<file path="src/rtl/booth_mult_r4.sv">
// booth_mult_r4 -- iterative radix-4 Booth multiplier.
//
// Retires two multiplier bits per clock. Operands are widened by two bits
// (sign- or zero-extended according to is_signed) so that one recoding
// datapath covers both the signed and the unsigned case. With the extended
// width EW = WIDTH+2, the EW/2 = WIDTH/2+1 iterations consume the whole
// extended multiplier.
//
// Parameters:
//   WIDTH         operand width (even, >= 4); product is 2*WIDTH bits
// Ports:
//   clk           rising-edge clock
//   reset         synchronous active-high reset; aborts any operation
//   start         request, accepted only while busy = 0
//   is_signed     1 = two's-complement operands, 0 = unsigned
//   multiplier    operand Q, captured with start
//   multiplicand  operand M, captured with start
//   busy          high while an operation is in progress
//   done          one-cycle pulse when result has just been updated
//   result        product, held until the next completion
module booth_mult_r4 #(
  parameter int WIDTH = 8
) (
  input  logic                 clk,
  input  logic                 reset,
  input  logic                 start,
  input  logic                 is_signed,
  input  logic [WIDTH-1:0]     multiplier,
  input  logic [WIDTH-1:0]     multiplicand,
  output logic                 busy,
  output logic                 done,
  output logic [2*WIDTH-1:0]   result
);

  localparam int EW    = WIDTH + 2;      // extended operand width
  localparam int NITER = WIDTH / 2 + 1;  // iterations per operation
  localparam int CW    = $clog2(NITER + 1);

  typedef enum logic {IDLE, RUN} state_t;

  state_t                 state_reg, state_next;
  logic [CW-1:0]          cnt_reg;
  // Accumulator is {hi_reg, lo_reg, qm1_reg}. lo_reg starts as the extended
  // multiplier and fills with product bits from the top as it shifts out.
  // hi_reg carries two guard bits so hi + (+/-2M) never overflows.
  logic signed [EW+1:0]   hi_reg;
  logic [EW-1:0]          lo_reg;
  logic                   qm1_reg;
  logic [EW-1:0]          m_reg;
  logic [2*WIDTH-1:0]     result_reg;
  logic                   done_reg;

  logic signed [EW+1:0]   m_ext;
  logic signed [EW+1:0]   term;
  logic signed [EW+1:0]   sum;
  logic signed [EW+1:0]   hi_next;
  logic [EW-1:0]          lo_next;
  logic                   accept;
  logic                   last;
  logic                   q_ext_bit;
  logic                   m_ext_bit;

  assign accept    = (state_reg == IDLE) && start;
  assign last      = (state_reg == RUN) && (cnt_reg == CW'(1));
  assign q_ext_bit = is_signed & multiplier[WIDTH-1];
  assign m_ext_bit = is_signed & multiplicand[WIDTH-1];

  // Next-state logic
  always_comb begin
    state_next = state_reg;
    case (state_reg)
      IDLE:    if (start) state_next = RUN;
      RUN:     if (cnt_reg == CW'(1)) state_next = IDLE;
      default: state_next = IDLE;
    endcase
  end

  // One Booth step: recode the low triple, add into the upper half,
  // then arithmetic-shift the whole accumulator right by two.
  always_comb begin
    m_ext = {{2{m_reg[EW-1]}}, m_reg};
    term  = '0;
    case ({lo_reg[1:0], qm1_reg})
      3'b001, 3'b010: term = m_ext;
      3'b011:         term = m_ext <<< 1;
      3'b100:         term = -(m_ext <<< 1);
      3'b101, 3'b110: term = -m_ext;
      default:        term = '0;
    endcase
    sum     = hi_reg + term;
    hi_next = sum >>> 2;
    lo_next = {sum[1:0], lo_reg[EW-1:2]};
  end

  always_ff @(posedge clk) begin
    if (reset) begin
      state_reg  <= IDLE;
      cnt_reg    <= '0;
      hi_reg     <= '0;
      lo_reg     <= '0;
      qm1_reg    <= 1'b0;
      m_reg      <= '0;
      result_reg <= '0;
      done_reg   <= 1'b0;
    end else begin
      state_reg <= state_next;
      done_reg  <= 1'b0;
      if (accept) begin
        m_reg   <= {{2{m_ext_bit}}, multiplicand};
        lo_reg  <= {{2{q_ext_bit}}, multiplier};
        hi_reg  <= '0;
        qm1_reg <= 1'b0;
        cnt_reg <= CW'(NITER);
      end else if (state_reg == RUN) begin
        hi_reg  <= hi_next;
        lo_reg  <= lo_next;
        qm1_reg <= lo_reg[1];
        cnt_reg <= cnt_reg - CW'(1);
        if (last) begin
          // The true product always fits in 2*WIDTH bits, so the low
          // slice of the extended product is exact in both modes.
          result_reg <= {hi_next[WIDTH-3:0], lo_next};
          done_reg   <= 1'b1;
        end
      end
    end
  end

  assign busy   = (state_reg == RUN);
  assign done   = done_reg;
  assign result = result_reg;

endmodule

</file>
<file path="config.mk">
export PLATFORM = sky130hd
export DESIGN_NAME = booth_mult_r4
export DESIGN_NICKNAME = d
export VERILOG_FILES = /design/src/rtl/booth_mult_r4.sv
export SDC_FILE = /design/constraint.sdc
export NUM_CORES = 1
export LEC_CHECK = 0
export ABC_AREA = 1
export CORE_UTILIZATION = 50
export CTS_CLUSTER_SIZE = 8
export DETAILED_ROUTE_END_ITERATION = 7
export PLACE_DENSITY_LB_ADDON = 0.12
export SETUP_SLACK_MARGIN = 0.1
export SYNTH_ARGS = -nofsm -noshare
export SYNTH_HDL_FRONTEND = slang
export SYNTH_SLANG_ARGS = --single-unit
</file>
<file path="constraint.sdc">
create_clock -name clk -period 2.4 [get_ports clk]
set_clock_uncertainty 0.05 [all_clocks]
set_input_delay 0.48 -clock clk [delete_from_list [all_inputs] [get_ports clk]]
set_output_delay 0.48 -clock clk [all_outputs]
set_load 0.05 [all_outputs]
</file>
==> flow_summary.ini <==
[flow_run]
drv_cap = 0

[sta]
hold_viol_final = 0
rsz0062_at_grt = true
max_freq_mhz = 371
setup_viol = 11
fin_crit_ns = 2.70
finalWorstSetupSlack_ns = -0.299
fin_tns_setup_ns = -1.88
max-slew-margin-rel_pct = 26.8
tightestPinTransition_ns = 1.09
finalCritPeriodShare_pct = 112
drv_slew = 0

[cts]
cts_root_buf = clkbuf_8
numCtsBuffers = 5
clock_latency_ns = 0.32
cts_tree = built
clkTransAtPathRegs_ns = 0.11
clock_path_buffers = 2
cts_max_level = 2
numClockSinks = 51

[setup_path]
cp.required_ns = 2.58
critPathLaunchType = register
cp_slowest_cell = dfxtp_4
crit_buf_inv = 3
critical-path-top-delay-family = compound AO/OA/AOI/OAI gates
path_max_fanout = 3
cp-end-kind = register
path_class = reg -> reg
arrival_ns = 2.87
slowest_delay_ns = 0.38
crit_chain = inv_4, ha_4, nand2_4, nor2_4, xor2_2, inv_1, a21oi_2, o21ai_1, ha_1, a21o_1, o21bai_4, a21oi_2, xor2_1, a21o_1, inv_1

[place]
routabilityCongestion = 0.849
post-dp-hpwl_mm = 5.83
numPortBuffers = 37
place_ws_ns = -0.232
placed_cells = 543

[cells_and_area]
area.growth.synth_to_final_pct = 41.5
largest_reg_flops = 16
finalNonFillerCells = 558
drive_above_1_share_pct = 28.0
antenna_cells = 0
layout.nets = 520
fillers = 432

[route]
topRoutingLayerUsed = met4
firstDrtPassIters = 4
wl_met1_mm = 3.46
ant_nets = 0
drcViolationCount = 0
wl_per_cell_um = 14.5
drtIter0Drc = 201
vias = 2944
vias_per_cell = 5.28
routed-wl-met2_mm = 3.97
routed-wl-met3_um = 466
wl_mm = 8.08

[yosys]
yosys.cell_types.count = 38
yosysWarnings = 0
synth_top_area_share_pct = 35.5
async_flop_share_pct = 0
synth_nets = 435
syn_area_per_cell_um2 = 7.19
synth_seq_cells = 51
ys_seq_area_share_pct = 35.5
synthFlopType = dfxtp_1
yosysTopAreaCell = dfxtp_1
syn-cell-area_um2 = 2880
syn_inst = 400
synth_edf_count = 0
synth_area_leaders = dfxtp_1, nand2_1, inv_1, ha_1, o21ai_0

[die]
boundaryPins = 38
dieArea_um2 = 6060
dieWidth_um = 77.9
core_um2 = 5540
rows = 27
start_util_pct = 51.9
die_y_um = 77.9

[global_routing]
antenna_found_initial = 0
grt_max_degree = 19
grt_pass1_wl_mm = 12.7
grt_pass1_vias = 2803
grt_usage_pct = 26.9
grt_overflow_total = 0

[pwr]
p_leak_nw = 1.84
finalPower_mw = 2.13
p_per_area_nw_per_um2 = 522
peakVddDrop_v = 0.000367

[status]
violations = setup timing
status = finished, violations left

[hold_path]
hold_class = reg -> reg
[placed cells by master (no fill, tap or decap), drive strengths merged]
cell type,n
xor2,8
dfxtp,51
o211ai,5
ha,14
o2111ai,2
a211oi,5
o221ai,6
a221oi,1
o22ai,3
clkinv,1
nand2,77
inv,65
clkdlybuf4s50,36
a22oi,1
o21bai,2
o21ai,37
xnor2,4
a21boi,3
nand3,22
nor2,47
clkinvlp,1
nor3,2
a22o,5
nand4,5
fa,1
or2,1
buf,52
a21o,2
clkbuf,5
o21a,1
a21oi,21
[worst register-to-register path: cells and delay by family (launching register included)]
family          cells  cell delay [ns]
flops               1             0.38
simple gates        2             0.21
buf+inv             3             0.19
compound gates      6             0.85
fa+ha+maj           2             0.48
xor+xnor            2             0.44
[layer usage]
layer | vias up | track usage [%]
met5 | - | 0
met1 | 1346 | 33.3
met2 | 91 | 47.8
met4 | 0 | 8.11
li1 | 1488 | -
met3 | 19 | 4.00
[path summary, 6_finish.rpt]
check,from,endpoint,slack (ns),depth (start not counted)
max,m_reg[0]$_SDFFE_PP0P_,hi_reg[4]$_SDFFE_PP0P_,-0.30,15
min,result[7]$_SDFFE_PP0P_,result[7]$_SDFFE_PP0P_,0.42,2
max reg2reg,m_reg[0]$_SDFFE_PP0P_,hi_reg[4]$_SDFFE_PP0P_,-0.30,15
min reg2reg,result[7]$_SDFFE_PP0P_,result[7]$_SDFFE_PP0P_,0.42,2
[Yosys cell counts (3+ instances only)]
cell type  count
o211ai_1       5
a21oi_1       21
nand4_1        5
a22o_1         5
clkbuf_1       7
nand2_1       73
xor2_1         8
dfxtp_1       51
o22ai_1        3
nor2_1        39
inv_1         55
a211oi_1       5
nand2_2        4
nand3_1       17
ha_1          14
o21ai_0       31
o221ai_1       6
inv_2          8
xnor2_1        4
o21ai_1        6
nand3_2        5
nor2_2         7
[repair_timing]
item | in CTS | in global routing
setup endpoints to repair | 14 | 17
hold buffers | 0 | 0
pin swaps | 21 | 23
resized for setup | 28 | 33
buffers inserted | 5 | 2
[layout make-up]
type	instances	area (µm²)	area share, %
clock buffers	5	68.8	1.69
multi-input cells	275	1830	45.0
flip-flops and latches	51	1030	25.2
repair buffers	88	783	19.2
inverters	64	243	5.96
well taps	72	90.1	2.21
clock inverters	3	27.5	0.676
[power breakdown]
group          switching, mW  leakage [nW]  internal [mW]
Combinational          0.351          1.38          0.292
Sequential            0.0344         0.418          0.892
Clock                  0.339        0.0467          0.217
[cell families (layout without fill, tap and decap cells)]
kind of cell / count (synthesis) / count (layout) / share of synthesized area, %
AND/OR/NAND/NOR: 154 / 154 / 24.1
AO/OA/AOI/OAI: 94 / 94 / 20.0
buffers and inverters: 74 / 160 / 10.0
flip-flops: 51 / 51 / 35.5
adder cells (fa/ha/maj): 15 / 15 / 6.78
XOR/XNOR: 12 / 12 / 3.65
[metrics by stage]
stage	instance area (µm²)	hold slack, ns	util (%)
global placement	3670	0.390	66.3
CTS	3920	0.421	70.7
finish	4070	0.419	73.5
floorplan	2910	0.401	-
global route	4070	0.446	73.5
detailed placement	3670	0.395	66.3
Note: power is estimated with default switching activity, not from simulation.
